$ cat config.mk
export PLATFORM = sky130hd
export DESIGN_NAME = register_window_controller_flat
export DESIGN_NICKNAME = d
export VERILOG_FILES = /design/src/rtl/register_window_controller_if.sv /design/src/rtl/register_window_controller.sv /design/src/flat_wrapper.sv
export SDC_FILE = /design/constraint.sdc
export NUM_CORES = 1
export LEC_CHECK = 0
export ABC_CLOCK_PERIOD_IN_PS = 4000
export CAP_MARGIN = 5
export CORE_AREA = 10 10 116 118
export DETAILED_ROUTE_END_ITERATION = 8
export DIE_AREA = 0 0 126 128
export GPL_ROUTABILITY_DRIVEN = 1
export PLACE_DENSITY = 0.82
export REMOVE_ABC_BUFFERS = 1
export SLEW_MARGIN = 15
export SYNTH_ARGS = -nofsm -noshare
export SYNTH_HDL_FRONTEND = slang
export SYNTH_SLANG_ARGS = --single-unit
$ cat constraint.sdc
create_clock -name Clk -period 4 [get_ports Clk]
set_input_delay 0.8 -clock Clk [delete_from_list [all_inputs] [get_ports Clk]]
set_output_delay 0.8 -clock Clk [all_outputs]
set_load 0.05 [all_outputs]
$ cat src/rtl/register_window_controller_if.sv
// Bundle of pipeline, register-file and data-memory signals around the
// register window controller. The controller uses the master modport; the
// surrounding pipeline/register file/memory use the slave modport.
interface register_window_controller_if #(
    parameter int NWIN = 8
);
    localparam int CW = $clog2(NWIN);

    logic            Save;
    logic            Restore;
    logic            Busy;
    logic            Illegal;
    logic [CW-1:0]   CWP;
    logic [NWIN-1:0] WIM;
    logic [NWIN-1:0] WinEn;
    logic [CW-1:0]   RfWin;
    logic [4:0]      RfAddr;
    logic [31:0]     RfRdData;
    logic [31:0]     RfWrData;
    logic            RfWE;
    logic            MemReq;
    logic            MemWr;
    logic [31:0]     MemAddr;
    logic [31:0]     MemWData;
    logic [31:0]     MemRData;
    logic            MemAck;
    logic [15:0]     SpillCnt;
    logic [15:0]     FillCnt;

    modport master (
        input  Save, Restore, RfRdData, MemRData, MemAck,
        output Busy, Illegal, CWP, WIM, WinEn, RfWin, RfAddr, RfWrData, RfWE,
               MemReq, MemWr, MemAddr, MemWData, SpillCnt, FillCnt
    );

    modport slave (
        output Save, Restore, RfRdData, MemRData, MemAck,
        input  Busy, Illegal, CWP, WIM, WinEn, RfWin, RfAddr, RfWrData, RfWE,
               MemReq, MemWr, MemAddr, MemWData, SpillCnt, FillCnt
    );
endinterface

$ cat src/rtl/register_window_controller.sv
// SPARC-style register window controller: tracks CWP/WIM/spill pointer and
// spills or refills the locals+ins (regs 16..31) of a window on overflow or
// underflow. Optional spill/fill counters are built when the macro
// RWC_PERF_CNT_EN is defined; otherwise SpillCnt/FillCnt are tied to zero.
module register_window_controller #(
    parameter int          NWIN       = 8,
    parameter logic [31:0] SPILL_BASE = 32'h0000_F000
) (
    input logic                          Clk,
    input logic                          RstN,
    register_window_controller_if.master bus
);
    localparam int CW = $clog2(NWIN);

    typedef enum logic [1:0] {
        IDLE  = 2'd0,
        SPILL = 2'd1,
        FILL  = 2'd2
    } state_t;

    state_t          state, next_state;
    logic [CW-1:0]   cwp, next_cwp;
    logic [NWIN-1:0] wim, next_wim;
    logic [31:0]     spill_ptr, next_ptr;
    logic [3:0]      idx, next_idx;
    logic [CW-1:0]   rf_win, next_rf_win;
    logic            illegal, next_illegal;
    logic [CW-1:0]   vs, vr, vs2, vr2;
    logic [31:0]     word_offset;
    logic            last_ack;

    // Window arithmetic wraps naturally because the indices are CW bits wide.
    assign vs  = cwp - CW'(1);
    assign vr  = cwp + CW'(1);
    assign vs2 = cwp - CW'(2);
    assign vr2 = cwp + CW'(2);
    assign word_offset = {26'd0, idx, 2'b00};
    assign last_ack = bus.MemAck && (idx == 4'd15);

    // State register; reset aborts any transfer in flight.
    always_ff @(posedge Clk) begin
        if (!RstN) begin
            state     <= IDLE;
            cwp       <= '0;
            wim       <= NWIN'(2);
            spill_ptr <= SPILL_BASE;
            idx       <= '0;
            rf_win    <= '0;
            illegal   <= 1'b0;
        end else begin
            state     <= next_state;
            cwp       <= next_cwp;
            wim       <= next_wim;
            spill_ptr <= next_ptr;
            idx       <= next_idx;
            rf_win    <= next_rf_win;
            illegal   <= next_illegal;
        end
    end

    // Next-state decode and spill/fill datapath outputs.
    always_comb begin
        next_state   = state;
        next_cwp     = cwp;
        next_wim     = wim;
        next_ptr     = spill_ptr;
        next_idx     = idx;
        next_rf_win  = rf_win;
        next_illegal = 1'b0;

        bus.Busy     = 1'b0;
        bus.MemReq   = 1'b0;
        bus.MemWr    = 1'b0;
        bus.MemAddr  = '0;
        bus.MemWData = '0;
        bus.RfWE     = 1'b0;
        bus.RfWrData = '0;

        case (state)
            IDLE: begin
                if (bus.Save && bus.Restore) begin
                    next_illegal = 1'b1;
                end else if (bus.Save) begin
                    if (wim[vs]) begin
                        next_state  = SPILL;
                        next_rf_win = vs;
                        next_idx    = '0;
                    end else begin
                        next_cwp = vs;
                    end
                end else if (bus.Restore) begin
                    if (wim[vr]) begin
                        next_state  = FILL;
                        next_rf_win = vr;
                        next_idx    = '0;
                    end else begin
                        next_cwp = vr;
                    end
                end
            end
            SPILL: begin
                bus.Busy     = 1'b1;
                bus.MemReq   = 1'b1;
                bus.MemWr    = 1'b1;
                bus.MemAddr  = spill_ptr - 32'd64 + word_offset;
                bus.MemWData = bus.RfRdData;
                if (bus.MemAck) begin
                    next_idx = idx + 4'd1;
                end
                if (last_ack) begin
                    next_ptr      = spill_ptr - 32'd64;
                    next_wim[vs]  = 1'b0;
                    next_wim[vs2] = 1'b1;
                    next_cwp      = vs;
                    next_state    = IDLE;
                end
            end
            FILL: begin
                bus.Busy    = 1'b1;
                bus.MemReq  = 1'b1;
                bus.MemAddr = spill_ptr + word_offset;
                if (bus.MemAck) begin
                    bus.RfWE     = 1'b1;
                    bus.RfWrData = bus.MemRData;
                    next_idx     = idx + 4'd1;
                end
                if (last_ack) begin
                    next_ptr      = spill_ptr + 32'd64;
                    next_wim[vr]  = 1'b0;
                    next_wim[vr2] = 1'b1;
                    next_cwp      = vr;
                    next_state    = IDLE;
                end
            end
            default: next_state = IDLE;
        endcase
    end

    // Architectural views; the register file sees no window enabled while stalled.
    always_comb begin
        bus.CWP     = cwp;
        bus.WIM     = wim;
        bus.RfWin   = rf_win;
        bus.RfAddr  = {1'b1, idx};
        bus.Illegal = illegal;
        bus.WinEn   = (state == IDLE) ? (NWIN'(1) << cwp) : '0;
    end

`ifdef RWC_PERF_CNT_EN
    logic [15:0] spill_cnt, fill_cnt;

    // Saturating counters of completed spills and fills.
    always_ff @(posedge Clk) begin
        if (!RstN) begin
            spill_cnt <= '0;
            fill_cnt  <= '0;
        end else begin
            if (state == SPILL && last_ack && spill_cnt != 16'hFFFF)
                spill_cnt <= spill_cnt + 16'd1;
            if (state == FILL && last_ack && fill_cnt != 16'hFFFF)
                fill_cnt <= fill_cnt + 16'd1;
        end
    end

    assign bus.SpillCnt = spill_cnt;
    assign bus.FillCnt  = fill_cnt;
`else
    assign bus.SpillCnt = '0;
    assign bus.FillCnt  = '0;
`endif
endmodule
$ cat src/flat_wrapper.sv
// flat-port wrapper written by rule: the top's interface ports become plain ports
module register_window_controller_flat 
#(
    parameter int          NWIN       = 8,
    parameter logic [31:0] SPILL_BASE = 32'h0000_F000
)
  (Clk, RstN, bus_Save, bus_Restore, bus_RfRdData, bus_MemRData, bus_MemAck, bus_Busy, bus_Illegal, bus_CWP, bus_WIM, bus_WinEn, bus_RfWin, bus_RfAddr, bus_RfWrData, bus_RfWE, bus_MemReq, bus_MemWr, bus_MemAddr, bus_MemWData, bus_SpillCnt, bus_FillCnt);
  register_window_controller_if #(.NWIN(NWIN)) bus_i ();
  input logic Clk;
  input logic RstN;
  input wire logic [$bits(bus_i.Save)-1:0] bus_Save;
  input wire logic [$bits(bus_i.Restore)-1:0] bus_Restore;
  input wire logic [$bits(bus_i.RfRdData)-1:0] bus_RfRdData;
  input wire logic [$bits(bus_i.MemRData)-1:0] bus_MemRData;
  input wire logic [$bits(bus_i.MemAck)-1:0] bus_MemAck;
  output wire logic [$bits(bus_i.Busy)-1:0] bus_Busy;
  output wire logic [$bits(bus_i.Illegal)-1:0] bus_Illegal;
  output wire logic [$bits(bus_i.CWP)-1:0] bus_CWP;
  output wire logic [$bits(bus_i.WIM)-1:0] bus_WIM;
  output wire logic [$bits(bus_i.WinEn)-1:0] bus_WinEn;
  output wire logic [$bits(bus_i.RfWin)-1:0] bus_RfWin;
  output wire logic [$bits(bus_i.RfAddr)-1:0] bus_RfAddr;
  output wire logic [$bits(bus_i.RfWrData)-1:0] bus_RfWrData;
  output wire logic [$bits(bus_i.RfWE)-1:0] bus_RfWE;
  output wire logic [$bits(bus_i.MemReq)-1:0] bus_MemReq;
  output wire logic [$bits(bus_i.MemWr)-1:0] bus_MemWr;
  output wire logic [$bits(bus_i.MemAddr)-1:0] bus_MemAddr;
  output wire logic [$bits(bus_i.MemWData)-1:0] bus_MemWData;
  output wire logic [$bits(bus_i.SpillCnt)-1:0] bus_SpillCnt;
  output wire logic [$bits(bus_i.FillCnt)-1:0] bus_FillCnt;
  assign bus_i.Save = bus_Save;
  assign bus_i.Restore = bus_Restore;
  assign bus_i.RfRdData = bus_RfRdData;
  assign bus_i.MemRData = bus_MemRData;
  assign bus_i.MemAck = bus_MemAck;
  assign bus_Busy = bus_i.Busy;
  assign bus_Illegal = bus_i.Illegal;
  assign bus_CWP = bus_i.CWP;
  assign bus_WIM = bus_i.WIM;
  assign bus_WinEn = bus_i.WinEn;
  assign bus_RfWin = bus_i.RfWin;
  assign bus_RfAddr = bus_i.RfAddr;
  assign bus_RfWrData = bus_i.RfWrData;
  assign bus_RfWE = bus_i.RfWE;
  assign bus_MemReq = bus_i.MemReq;
  assign bus_MemWr = bus_i.MemWr;
  assign bus_MemAddr = bus_i.MemAddr;
  assign bus_MemWData = bus_i.MemWData;
  assign bus_SpillCnt = bus_i.SpillCnt;
  assign bus_FillCnt = bus_i.FillCnt;
  register_window_controller #(.NWIN(NWIN), .SPILL_BASE(SPILL_BASE)) u_core (.Clk(Clk), .RstN(RstN), .bus(bus_i));
endmodule
==> results.json, run 1 <==
{
  "avgSynthCellArea_um2": 6.85,
  "synth_top_cells_by_area": "dfxtp_1 20%, and2_1 6.5%, buf_4 5.8%",
  "period_share_pct": 95.2,
  "p_sw_share_pct": 53.5,
  "hold_viol_final": 0,
  "clock_latency_ns": 0.29,
  "cts_tree": "built",
  "antenna_found_initial": 0,
  "die_width_um": 126,
  "htreeDepth": 2,
  "synth_top_area_share_pct": 20.3,
  "cts_buffer_depth": 2,
  "ys_types": 61,
  "synth_edf_count": 0,
  "clockPowerShare_pct": 13.6,
  "critPathMaxFanout": 13,
  "outcome": "finished, final reports clean",
  "combinationalPowerShare_pct": 68.1,
  "grt_overflow_total": 0,
  "drc": 0,
  "critPathSlowestCell": "or4_4",
  "via_count": 5188,
  "ys_seq_elements": 47,
  "drtIter0Drc": 439,
  "synth_top_flop_cell": "dfxtp_1",
  "dpl.cell_count": 962,
  "vdd.ir_drop.worst_mv": 0.377,
  "post_cts_buffers": 0,
  "dr.pass1.iters": 5,
  "io_buffers": 193,
  "p_leak_nw": 2.68,
  "crit_path_end_kind": "output port",
  "grt_util_met2_pct": 34.3,
  "fmax_ghz": 0.263,
  "rsz0062_at_grt": "false",
  "finalSetupViolations": 0,
  "drv_cap": 0,
  "fin_skew_ns": 0.00894,
  "ctsRootBufferMaster": "clkbuf_16",
  "die_area_mm2": 0.0161,
  "grt_pass1_wl_um": 26500,
  "grt_usage_pct": 19.3,
  "die_y_um": 128,
  "worstPathRequired_ns": 3.20,
  "initial_utilization_pct": 41.2,
  "fin_cells": 970,
  "gp_congestion": 0.906,
  "power.internal_mw": 1.74,
  "async_reset_ff_share_pct": 0,
  "synth_area_mm2": 0.00463,
  "drtAntennaViolNets": 0,
  "min_path_type": "reg -> reg",
  "layout-drive-gt1-share_pct": 9.43,
  "ys_seq_area_share_pct": 20.3,
  "grt_pass1_vias": 4928,
  "dp_hpwl_um": 12600,
  "grtUsageMet3_pct": 4.47,
  "final_nets": 909,
  "area_delta_synth_final_pct": 47.1,
  "worst_pin_slew_ns": 0.745,
  "ios": 229,
  "cellPowerDensity_mw_per_mm2": 548,
  "post_drt_wl_per_cell_um": 17.1,
  "period_needed_ns": 3.81,
  "cts_sinks": 47,
  "crit_top_cell": "or4_1",
  "yosysTopAreaCell": "dfxtp_1",
  "cp_data_arrival_time_ns": 3.01,
  "numCtsBuffers": 5,
  "slew_violations": 0,
  "slowest_delay_ns": 0.59,
  "post-route-util_pct": 60.7,
  "antennaDiodeCount": 0,
  "worstSetupStartpointType": "flop",
  "ff2ff_setup_slack_ns": 0.83,
  "netlist_instances": 675,
  "grt_use_met1_pct": 23.2,
  "maxSlewHeadroom_pct": 50.3,
  "grt_busiest_layer": "met2",
  "grt_max_degree": 47,
  "cts.clk_slew.worst_paths_ns": 0.07,
  "worstSetupPathType": "reg -> out",
  "switchingPower_mw": 1.99,
  "cp_cell_sequence": "or4_1 > or2_1 > or4_4 > or4_1 > a21oi_1 > buf_12",
  "yosys_warnings": 0,
  "core_area_mm2": 0.0112,
  "rows": 39,
  "pwr-share-seq_pct": 18.2,
  "wirelength_um": 16600,
  "via_per_inst": 5.35
}
[what timing repair did]
item,CTS,global route
gates resized for setup,0,1
setup endpoints to repair,0,1
hold buffers,0,0
[power by group through the flow]
stage	Combinational, mW	Clock (mW)	Sequential [mW]
after CTS	2.54	0.516	0.677
after detailed placement	2.53	0	0.688
after floorplan	1.58	0	0.828
after global routing	2.74	0.539	0.701
after global placement	2.51	0	0.684
final	2.54	0.508	0.680
[kinds of logic (layout without fill, tap and decap cells)]
group           Yosys count  in the layout  synth area share [%]
simple gates            317            317                  36.6
compound gates          141            141                  18.5
buf+inv                 117            236                  13.0
flops                    47             47                  20.3
xor+xnor                 25             25                  4.73
fa+ha+maj                14             14                  3.79
mux                      12             12                  2.97
other cells               2             35                 0.162
[cell usage after synthesis, drive strengths merged (19+ instances only)]
library cell and instances:
dfxtp 47, nand2 61, nor3 23, and3 40, a21oi 47, and2 48
buf 46, inv 19, o21ai 44, clkbuf 50, nand3 26, nor2 53
[sequential cells by signal, indices dropped and copies added, names as in the netlist]
signal              flops
u_core.bus.RfWin        3
u_core.state            2
u_core.bus.CWP          3
u_core.bus.Illegal      1
u_core.idx              4
u_core.bus.WIM          8
u_core.spill_ptr       26
[stage by stage]
stage | hold WS (ns) | worst slack (ns) | setup TNS, ns | area, um^2 | power (mW)
after floorplan | 0.480 | -0.561 | -4.77 | 4230 | 2.40
after global placement | 0.457 | 0.399 | 0 | 6630 | 3.19
after detailed placement | 0.461 | 0.379 | 0 | 6630 | 3.22
after CTS | 0.471 | 0.0668 | 0 | 6810 | 3.74
after global routing | 0.492 | 0.0543 | 0 | 6810 | 3.98
final | 0.467 | 0.193 | 0 | 6810 | 3.73
[cells in the final DEF, fill, tap and decap left out, drive strengths merged, types with 3 or more instances in the layout]
| cell | n |
|---|---|
| clkdlybuf4s50 | 158 |
| nand2 | 61 |
| nor2 | 53 |
| and2 | 48 |
| buf | 48 |
| dfxtp | 47 |
| a21oi | 47 |
| o21ai | 44 |
| and3 | 40 |
| conb | 35 |
| nand3 | 26 |
| nor3 | 23 |
| inv | 20 |
| or4 | 14 |
| ha | 14 |
| xnor2 | 13 |
| o22ai | 12 |
| xor2 | 12 |
| nor4 | 11 |
| or2 | 9 |
| nand4 | 7 |
| mux2i | 7 |
| o31ai | 7 |
| or3 | 7 |
| nand2b | 6 |
| clkbuf | 6 |
| o32ai | 5 |
| a31oi | 4 |
| o21a | 4 |
| mux2 | 4 |
| nand3b | 3 |
| and4 | 3 |
[cell type report]
| type | count | area [um^2] |
|---|---|---|
| Sequential cell | 47 | 941 |
| Fill cell | 1035 | 4420 |
| Timing Repair Buffer | 207 | 2220 |
| Inverter | 21 | 78.8 |
| Clock buffer | 6 | 139 |
| Tap cell | 143 | 179 |
| Multi-Input combinational cell | 544 | 3210 |
| Clock inverter | 2 | 38.8 |
[worst max-delay path: cells and delay by family, from the launching register on]
| kind | cells | cell delay (ns) |
|---|---|---|
| AOI/OAI and AO/OA | 1 | 0.25 |
| buffers and inverters | 1 | 0.17 |
| and+or+nand+nor | 4 | 1.89 |
| DFF | 1 | 0.41 |
[final timing paths]
path                         from                  end  cells past startpoint
max          u_core.spill_ptr[19]      bus_MemAddr[27]                      6
min           u_core.bus.RfWin[0]  u_core.bus.RfWin[0]                      2
max reg2reg     u_core.bus.CWP[1]        u_core.idx[2]                      8
min reg2reg   u_core.bus.RfWin[0]  u_core.bus.RfWin[0]                      2
[metal layers]
metal	up-vias	routed length, um
li1	2595	-
met5	-	0
met3	20	1210
met4	0	187
met2	233	8260
met1	2340	6950
Note: power is estimated with default switching activity, not from simulation.
==> run 2: changes to the inputs <==
CORE_AREA = 2 2 108 110   (was 10 10 116 118)
DIE_AREA = 0 0 110 112   (was 0 0 126 128)
==> results.json, run 2 (synthesized netlist as in run 1, its figures left out) <==
{
  "grt_max_degree": 48,
  "p_leak_nw": 2.67,
  "initial_utilization_pct": 41.4,
  "drtIter0Drc": 401,
  "setup.worst_path.start": "u_core.spill_ptr[18]",
  "gp_congestion": 0.937,
  "regMostFlops": "u_core.spill_ptr",
  "grt_pass1_wl_um": 23000,
  "cp_data_arrival_time_ns": 3.01,
  "stdcell_area_mm2": 0.00678,
  "drc": 0,
  "area_delta_synth_final_pct": 46.5,
  "dr.pass1.iters": 5,
  "antennaDiodeCount": 0,
  "cellPowerDensity_mw_per_mm2": 548,
  "fin_skew_ns": 0.00686,
  "io_buffers": 193,
  "finalSetupViolations": 0,
  "ctsRootBufferMaster": "clkbuf_16",
  "fmax_ghz": 0.262,
  "clock_latency_ns": 0.29,
  "via_per_inst": 5.43,
  "numCtsBuffers": 5,
  "ff2ff_setup_slack_ns": 0.81,
  "period_needed_ns": 3.81,
  "drtAntennaViolNets": 0,
  "antenna_found_initial": 0,
  "ios": 229,
  "worstPathRequired_ns": 3.20,
  "final_cell_mix": "160 x clkdlybuf4s50_1, 61 x nand2_1, 53 x nor2_1",
  "via_count": 5282,
  "cts_tree": "built",
  "maxSlewHeadroom_pct": 47.1,
  "htreeDepth": 2,
  "layout-drive-gt1-share_pct": 9.52,
  "highest-signal-layer": "met4",
  "cts_buffer_depth": 2,
  "hold_viol_final": 0,
  "min_path_type": "reg -> reg",
  "wl_met3_um": 1230,
  "die_y_um": 112,
  "cts_sinks": 47,
  "grt_overflow_total": 0,
  "cts.clk_slew.worst_paths_ns": 0.07,
  "wirelength_um": 15000,
  "worst_pin_slew_ns": 0.792,
  "r2r_start": "u_core.bus.CWP[0]",
  "cts_hold_buffers": 0,
  "dp_hpwl_um": 11000,
  "wl_met1_um": 6140,
  "hold_start": "u_core.bus.RfWin[1]",
  "grt_pass1_vias": 4554,
  "period_share_pct": 95.4,
  "die_width_um": 110,
  "worstSetupPathType": "reg -> out",
  "core_area_mm2": 0.0112,
  "critPathMaxFanout": 10,
  "outcome": "finished, final reports clean",
  "rsz0062_at_grt": "false",
  "drv_cap": 0,
  "largest_reg_flops": 26,
  "worstSetupStartpointType": "flop",
  "final_nets": 912,
  "place_area_mm2": 0.00661,
  "vdd.ir_drop.worst_mv": 0.389,
  "rows": 39,
  "grt_usage_pct": 22.9,
  "dpl.cell_count": 965,
  "dr_wl_met2_um": 7500,
  "post_drt_wl_per_cell_um": 15.4,
  "slew_violations": 0,
  "fin_hold_ws_ns": 0.475,
  "total_power_mw": 3.71,
  "fin_cells": 973,
  "crit_path_end_kind": "output port",
  "die_area_mm2": 0.0123,
  "final_common_cell": "clkdlybuf4s50_1"
}
run 2: changes by cell type in the layout (fill, tap and decap cells not counted):
| cell | previous run | this run |
|---|---|---|
| buf_4 | 27 | 32 |
| buf_12 | 21 | 17 |
| clkdlybuf4s50_1 | 158 | 160 |
| clkbuf_8 | 1 | 0 |
| clkinvlp_4 | 0 | 1 |
run 2: path summary, 6_finish.rpt:
check                             end  depth (start not counted)
hold reg to reg   u_core.bus.RfWin[1]                          2
setup reg to reg        u_core.idx[2]                          8
hold / removal    u_core.bus.RfWin[1]                          2
setup / recovery      bus_MemAddr[27]                          6
run 2: cell type report:
type                            count  area, um^2
Fill cell                        1070        4400
Clock inverter                      3        46.3
Tap cell                          143         179
Clock buffer                        5         125
Timing Repair Buffer              210        2190
Multi-Input combinational cell    544        3210
Sequential cell                    47         941
Inverter                           21        78.8
run 2: repair_timing:
item                                    4_1_cts  5_1_grt
gates resized for setup                       0        1
setup buffers                                 0        0
endpoints found under the setup margin        0        1
run 2: worst max-delay path, cell delays in order (launching register included):
cell,delay (ns)
dfxtp_1,0.40
or4_1,0.57
or2_1,0.32
or4_4,0.59
or4_1,0.41
a21oi_1,0.25
buf_12,0.18
run 2: per-layer routing:
layer,GRT usage [%],vias to the layer above
li1,-,2598
met3,2.99,12
met4,4.56,0
met2,40.4,219
met5,0,-
met1,29.6,2453
run 2: power by group:
part / switching (mW) / internal [mW]
logic: 1.67 / 0.876
registers: 0.129 / 0.550
clock network: 0.197 / 0.297
total: 1.99 / 1.72
run 2: per-stage QoR:
| stage | TNS [ns] | setup slack [ns] | util (%) |
|---|---|---|---|
| 3_3_place_gp | 0 | 0.423 | 59.1 |
| 6_report | 0 | 0.185 | 60.7 |
| 5_1_grt | 0 | 0.0490 | 60.7 |
| 2_1_floorplan | -4.77 | -0.561 | - |
| 4_1_cts | 0 | 0.0661 | 60.6 |
| 3_5_place_dp | 0 | 0.380 | 59.1 |
